--- src/rtl/my_mux_if.sv ---
// my_mux_if: select, data and result bundle for my_mux
interface my_mux_if #(parameter int WIDTH = 1);
   logic             en;
   logic [2:0]       s;
   logic [WIDTH-1:0] i0, i1, i2, i3, i4, i5, i6;
   logic [WIDTH-1:0] y, y_q;
   logic             sel_err, err_sticky;
   modport master (output en, s, i0, i1, i2, i3, i4, i5, i6, input y, y_q, sel_err, err_sticky);
   modport slave (input en, s, i0, i1, i2, i3, i4, i5, i6, output y, y_q, sel_err, err_sticky);
endinterface

--- src/rtl/my_mux.sv ---
// my_mux: 7:1 mux with out-of-range default, registered copy and select-error flags
module my_mux #(
   parameter int               WIDTH   = 1,
   parameter logic [WIDTH-1:0] OOR_VAL = '0
) (
   input logic     clk,
   input logic     rst,
   my_mux_if.slave bus
);
   logic [WIDTH-1:0] d [8];
   logic             oor;
   // slot 7 holds the out-of-range value so every s code indexes a known entry
   assign d = '{bus.i0, bus.i1, bus.i2, bus.i3, bus.i4, bus.i5, bus.i6, OOR_VAL};
   assign oor = bus.s == 3'd7;
   assign bus.y = d[bus.s];
   always_ff @(posedge clk) begin
      if (rst) begin
         bus.y_q        <= '0;
         bus.sel_err    <= 1'b0;
         bus.err_sticky <= 1'b0;
      end else if (bus.en) begin
         bus.y_q        <= bus.y;
         bus.sel_err    <= oor;
         bus.err_sticky <= bus.err_sticky | oor;
      end
   end
endmodule

--- src/flat_wrapper.sv ---
// flat-port wrapper written by rule: the top's interface ports become plain ports
module my_mux_flat 
#(
   parameter int               WIDTH   = 1,
   parameter logic [WIDTH-1:0] OOR_VAL = '0
)
  (clk, rst, bus_en, bus_s, bus_i0, bus_i1, bus_i2, bus_i3, bus_i4, bus_i5, bus_i6, bus_y, bus_y_q, bus_sel_err, bus_err_sticky);
  my_mux_if #(.WIDTH(WIDTH)) bus_i ();
  input logic clk;
  input logic rst;
  input wire logic [$bits(bus_i.en)-1:0] bus_en;
  input wire logic [$bits(bus_i.s)-1:0] bus_s;
  input wire logic [$bits(bus_i.i0)-1:0] bus_i0;
  input wire logic [$bits(bus_i.i1)-1:0] bus_i1;
  input wire logic [$bits(bus_i.i2)-1:0] bus_i2;
  input wire logic [$bits(bus_i.i3)-1:0] bus_i3;
  input wire logic [$bits(bus_i.i4)-1:0] bus_i4;
  input wire logic [$bits(bus_i.i5)-1:0] bus_i5;
  input wire logic [$bits(bus_i.i6)-1:0] bus_i6;
  output wire logic [$bits(bus_i.y)-1:0] bus_y;
  output wire logic [$bits(bus_i.y_q)-1:0] bus_y_q;
  output wire logic [$bits(bus_i.sel_err)-1:0] bus_sel_err;
  output wire logic [$bits(bus_i.err_sticky)-1:0] bus_err_sticky;
  assign bus_i.en = bus_en;
  assign bus_i.s = bus_s;
  assign bus_i.i0 = bus_i0;
  assign bus_i.i1 = bus_i1;
  assign bus_i.i2 = bus_i2;
  assign bus_i.i3 = bus_i3;
  assign bus_i.i4 = bus_i4;
  assign bus_i.i5 = bus_i5;
  assign bus_i.i6 = bus_i6;
  assign bus_y = bus_i.y;
  assign bus_y_q = bus_i.y_q;
  assign bus_sel_err = bus_i.sel_err;
  assign bus_err_sticky = bus_i.err_sticky;
  my_mux #(.WIDTH(WIDTH), .OOR_VAL(OOR_VAL)) u_core (.clk(clk), .rst(rst), .bus(bus_i));
endmodule
--- config.mk ---
export PLATFORM = sky130hd
export DESIGN_NAME = my_mux_flat
export DESIGN_NICKNAME = d
export VERILOG_FILES = /design/src/rtl/my_mux_if.sv /design/src/rtl/my_mux.sv /design/src/flat_wrapper.sv
export SDC_FILE = /design/constraint.sdc
export NUM_CORES = 1
export LEC_CHECK = 0
export ABC_AREA = 1
export BUFFER_PORTS_ARGS = -buffer_cell sky130_fd_sc_hd__buf_4
export CORE_AREA = 2 2 39 41
export DETAILED_ROUTE_END_ITERATION = 6
export DIE_AREA = 0 0 41 43
export MAX_ROUTING_LAYER = met4
export SYNTH_ARGS = -nofsm -noshare
export SYNTH_HDL_FRONTEND = slang
export SYNTH_SLANG_ARGS = --single-unit
--- constraint.sdc ---
create_clock -name clk -period 0.8 [get_ports clk]
set_input_delay 0.12 -clock clk [delete_from_list [all_inputs] [get_ports clk]]
set_output_delay 0.12 -clock clk [all_outputs]
set_load 0.02 [all_outputs]
==> impl_metrics.tcl, run 1 <==
set metrics [dict create \
    ff2ff_setup_slack_ns 0.13 \
    finalNonFillerCells 73 \
    fmax_mhz 1260 \
    cp.arrival_ns 0.68 \
    vias_per_cell 3.78 \
    grt_max_degree 6 \
    path_cells "buf_8, inv_6, nand2_2, nand3_2, nand3_2, nand2_2, inv_2, buf_6" \
    rows 14 \
    cp_slowest_stage_delay_ns 0.12 \
    tightest_slew_ns 0.149 \
    p_leak_nw 0.245 \
    min_period_over_period_pct 99.6 \
    hold_depth 2 \
    r2r_end "u_core.bus.sel_err" \
    syn_area_um2 215 \
    antenna_found_initial 0 \
    vdd_drop_max_v 0.000336 \
    syn_nets 47 \
    cts.sinks 3 \
    crit_required_ns 0.68 \
    min_path_type "in -> reg" \
    n_fill_cell 158 \
    clockBufferDepth 2 \
    fin_area_um2 448 \
    dp_hpwl_um 442 \
    fin_nets 71 \
    cap_violations 0 \
    ys_types 11 \
    dpl_cell_area_um2 370 \
    dp.cells 68 \
    seq_area_um2 63.8 \
    fin_util_pct 32.4 \
    yosysWarningCount 0 \
    htreeDepth 1 \
    path_max_fanout 5 \
    timing.slew.headroom_pct 90.1 \
    crit_type "in -> out" \
    r2r_cells 3 \
    cts_hold_buffers 0 \
    avgRoutedWirePerCell_um 7.45 \
    ant_nets 0 \
    wirelength_um 544 \
    final.setup.tns_ns 0 \
    track_usage_pct 7.81 \
    finalSetupViolCount 0 \
    design.core.area_um2 1380 \
    hold_violations 0 \
    drt_iter0_drc 0 \
    antenna_cells 0 \
    fp.dieH_um 43 \
    cts_root_buf "clkbuf_4" \
    port_buffers 16 \
    cts_tree "done" \
    outcome "completed" \
    hold_end "u_core.bus.err_sticky" \
    ys_ff_latch 3 \
    place_congestion 0.630 \
    multi_input_comb_area_um2 123 \
    clk_latency_ns 0.24 \
    dieArea_um2 1760 \
    dieWidth_um 41 \
    io_pins 17 \
    worstHoldStart "rst" \
    p_per_area_nw_per_um2 1370 \
    r2r_start "u_core.bus.sel_err" \
    grt_pass1_vias 243 \
    cp-end-kind "output pin" \
    slew_viol_final 0 \
    crit_path_top_delay_cell "buf_6" \
    yosysSeqAreaShare_pct 27.9 \
    grt_overflow_total 0 \
    grt_pass1_wl_um 855 \
    start_kind "input port" \
    drt-pass1-iter-count 1 \
    syn_inst 34 \
    rsz0062_at_grt "true" \
    skew_ns 0 \
    drc 0 \
    avgSynthCellArea_um2 6.33 \
    vias 276 \
    critPathLaunch "bus_s[0]" \
    fin_total_pwr_uw 615 \
    layout-drive-gt1-share_pct 64.9 \
    start_util_pct 15.6 \
    area_delta_synth_final_pct 108 \
    period_needed_ns 0.797 \
    cts_buffers 3 \
    clk_transition_reported_paths_ns 0.04 \
]
cell families after synthesis:
logic type / Yosys count / share of synthesized area, %
AO/OA/AOI/OAI: 4 / 12.2
buffers and inverters: 12 / 20.9
flip-flops: 3 / 27.9
AND/OR/NAND/NOR: 15 / 39.0
per-stage QoR:
step	setup slack [ns]	hold slack [ns]
finish	0.00329	0.0469
global placement	-0.0855	0.298
global route	-0.0729	0.0352
detailed placement	-0.0821	0.302
CTS	-0.0199	0.0370
floorplan	0.117	0.189
worst max-delay path, delay by kind of cell:
family	cells	cell delay, ns
AND/OR/NAND/NOR	4	0.25
buffers and inverters	4	0.31
synth_stat cells, drive strengths merged:
cell | instances | area [um2]
nand2 | 8 | 32.5
dfxtp | 3 | 60.1
nand4 | 1 | 6.26
o21bai | 1 | 7.51
nand3 | 6 | 45.0
inv | 12 | 45.0
a21oi | 3 | 18.8
layer usage:
| layer | up-vias | share of wire, % | global-route usage [%] |
|---|---|---|---|
| li1 | 149 | - | - |
| met1 | 110 | 38 | 7.69 |
| met2 | 15 | 47 | 10.6 |
| met3 | 2 | 12 | 1.57 |
| met4 | 0 | 2.8 | 10.0 |
| met5 | - | 0 | - |
repair_timing:
action / 4_1_cts / 5_1_grt
pin swaps: 2 / 2
gates resized for setup: 11 / 6
endpoints found under the setup margin: 4 / 4
buffers inserted: 0 / 1
layout make-up:
class / instances / area share, %
clock buffer: 4 / 5.87
sequential: 3 / 14.2
timing repair buffer: 19 / 36.9
inverter: 12 / 11.2
tap: 16 / 4.47
multi-input combinational: 19 / 27.4
sequential cells by signal, summed over array words and instances, names as in the netlist:
signal	count
u_core.bus.y_q	1
u_core.bus.sel_err	1
u_core.bus.err_sticky	1
power by group:
part / switching (mW) / internal (mW) / total [mW]
logic: 0.0791 / 0.102 / 0.181
registers: 0.00477 / 0.159 / 0.164
clock network: 0.0830 / 0.187 / 0.270
worst max-delay path by stage:
stage | to | depth (start not counted)
2_1_floorplan | u_core.bus.y_q | 2
3_3_place_gp | bus_y | 8
3_5_place_dp | bus_y | 8
4_1_cts | bus_y | 8
5_1_grt | bus_y | 8
6_report | bus_y | 8
cell usage in the layout (no fill, tap or decap):
| master | synthesis | final |
|---|---|---|
| nand3_1 | 3 | 1 |
| buf_6 | 0 | 4 |
| buf_4 | 0 | 14 |
| buf_8 | 0 | 1 |
| clkbuf_4 | 0 | 3 |
| inv_1 | 11 | 8 |
| inv_6 | 0 | 1 |
| a21oi_1 | 2 | 2 |
| dfxtp_2 | 0 | 3 |
| nand4_1 | 1 | 1 |
| nand3_2 | 3 | 5 |
| o21bai_1 | 1 | 1 |
| clkbuf_1 | 0 | 1 |
| a21oi_2 | 1 | 1 |
| nand2_1 | 7 | 6 |
| nand2_2 | 1 | 2 |
| inv_2 | 1 | 3 |
(Power assumes the default switching activity.)
==> run 2, diff against run 1 <==
CORE_AREA = 3 3 40 42   (was 2 2 39 41)
DIE_AREA = 0 0 43 45   (was 0 0 41 43)
==> impl_metrics.tcl, run 2 (synthesis gave the netlist of run 1 again) <==
set metrics [dict create \
    outcome "finished, violations left" \
    violations "setup timing" \
    wirelength_um 616 \
    p_per_area_nw_per_um2 1330 \
    path_cells "buf_12, clkinv_8, nand2_4, nand3_2, nand3_2, nand2_2, inv_2, buf_6" \
    finalSetupViolCount 1 \
    io_pins 17 \
    switchingPower_uw 169 \
    dieWidth_um 43 \
    fp.dieH_um 45 \
    cp-end-kind "output pin" \
    port_buffers 16 \
    crit_required_ns 0.68 \
    skew_ns 0 \
    cts_root_buf "clkbuf_4" \
    hold_violations 0 \
    crit_path_top_delay_cell "buf_6" \
    crit_type "in -> out" \
    r2r_start "u_core.bus.y_q" \
    clkPwrFrac_pct 41.2 \
    path_max_fanout 5 \
    grt_pass1_vias 293 \
    reg_top3 "u_core.bus.err_sticky: 1 flops, u_core.bus.sel_err: 1 flops, u_core.bus.y_q: 1 flops" \
    drc 0 \
    hold_depth 2 \
    worstHoldStart "rst" \
    ant_nets 0 \
    layout-drive-gt1-share_pct 71.9 \
    track_usage_pct 7.55 \
    antenna_found_initial 0 \
    avgRoutedWirePerCell_um 8.56 \
    path_buf_inv 4 \
    hold_end "u_core.bus.sel_err" \
    antenna_cells 0 \
    r2r_end "u_core.bus.y_q" \
    dieArea_um2 1940 \
    tightest_slew_ns 0.148 \
    fin_nets 71 \
    drt-pass1-iter-count 2 \
    dp_slack_ns -0.102 \
    htreeDepth 1 \
    clk_latency_ns 0.23 \
    rsz0062_at_grt "true" \
    cts_tree "done" \
    cts_buffers 3 \
    grt_pass1_wl_um 1040 \
    finalNonFillerCells 72 \
    slew_viol_final 0 \
    cp.arrival_ns 0.70 \
    holdWs_ns 0.0516 \
    fin_total_pwr_uw 631 \
    p_comb_share_pct 32.8 \
    final_cell_mix "13 x buf_4, 6 x inv_1, 5 x nand3_2, 5 x buf_6" \
    grt_max_degree 6 \
    dp.cells 67 \
    final_common_cell "buf_4" \
    start_kind "input port" \
    switching_share_pct 26.8 \
    worst_slack_ns -0.0210 \
    min_path_type "in -> reg" \
    clockBufferDepth 2 \
    timing.slew.headroom_pct 90.1 \
    min_period_over_period_pct 103 \
    area_delta_synth_final_pct 121 \
    period_needed_ns 0.821 \
    vias_per_cell 3.90 \
    cap_violations 0 \
    grt_overflow_total 0 \
    place_congestion 0.652 \
    intPower_uw 462 \
    critPathLaunch "bus_s[0]" \
    drt_iter0_drc 1 \
    p_leak_nw 0.253 \
    ff2ff_setup_slack_ns 0.17 \
    rows 13 \
    cp_common_cell "nand3_2" \
    cp_slowest_stage_delay_ns 0.12 \
    design.core.area_um2 1280 \
    fmax_mhz 1220 \
    crit_family "buffers and inverters" \
    dp_hpwl_um 465 \
    vias 281 \
    cts.sinks 3 \
    r2r_cells 2 \
    clk_transition_reported_paths_ns 0.04 \
    vdd_drop_max_v 0.000339 \
    p_seq_share_pct 25.9 \
    start_util_pct 16.7 \
]
run 2: changes by cell type in the layout (fill, tap and decap cells not counted):
cell      delta
nand2_4      +1
clkinv_8     +1
buf_12       +1
nand2_2      +1
inv_4        +1
inv_2        +1
buf_6        +1
nand2_1      -2
buf_4        -1
inv_1        -2
buf_8        -1
inv_6        -1
run 2: worst max path at each step:
stage                     end  depth (start not counted)  slack, ns
2_1_floorplan  u_core.bus.y_q                          2       0.12
3_3_place_gp            bus_y                          8      -0.08
3_5_place_dp            bus_y                          8      -0.10
4_1_cts                 bus_y                          8      -0.02
5_1_grt                 bus_y                          8      -0.05
6_report                bus_y                          8      -0.02
run 2: power groups by stage:
stage / clock network (mW) / logic (mW) / registers (mW)
finish: 0.260 / 0.207 / 0.164
global route: 0.279 / 0.225 / 0.164
CTS: 0.274 / 0.193 / 0.164
detailed placement: 0 / 0.159 / 0.163
global placement: 0 / 0.157 / 0.163
floorplan: 0 / 0.0579 / 0.172
run 2: cell type report:
class | count | area (um2)
clock buffers | 4 | 26.3
fillers | 144 | 810
inverters | 12 | 60.1
multi-input cells | 19 | 133
flip-flops and latches | 3 | 63.8
well taps | 15 | 18.8
repair buffers | 19 | 174
run 2: repair_timing:
action / in CTS / in global routing
setup endpoints to repair: 4 / 4
pin swaps: 3 / 5
gates resized for setup: 18 / 9
hold buffers: 0 / 0
buffers inserted: 1 / 0
run 2: worst reg2reg max path: stages (launching register included):
cell and delay (ns):
dfxtp_2 0.31, o21bai_1 0.16, a21oi_2 0.04
run 2: routing by layer:
layer | vias up | routed length (um) | track usage [%]
met1 | 121 | 209 | 7.71
met4 | 0 | 0 | 9.04
met5 | - | 0 | -
met3 | 0 | 56 | 0
li1 | 147 | - | -
met2 | 13 | 350 | 12.3
run 2: stage by stage:
| step | utilization [%] | setup TNS (ns) | instance area, um2 |
|---|---|---|---|
| after floorplan | - | 0 | 215 |
| after global placement | 28.7 | -0.112 | 369 |
| after detailed placement | 28.7 | -0.155 | 369 |
| after CTS | 35.2 | -0.0162 | 452 |
| after global routing | 37.0 | -0.0694 | 475 |
| final | 37.0 | -0.0210 | 475 |
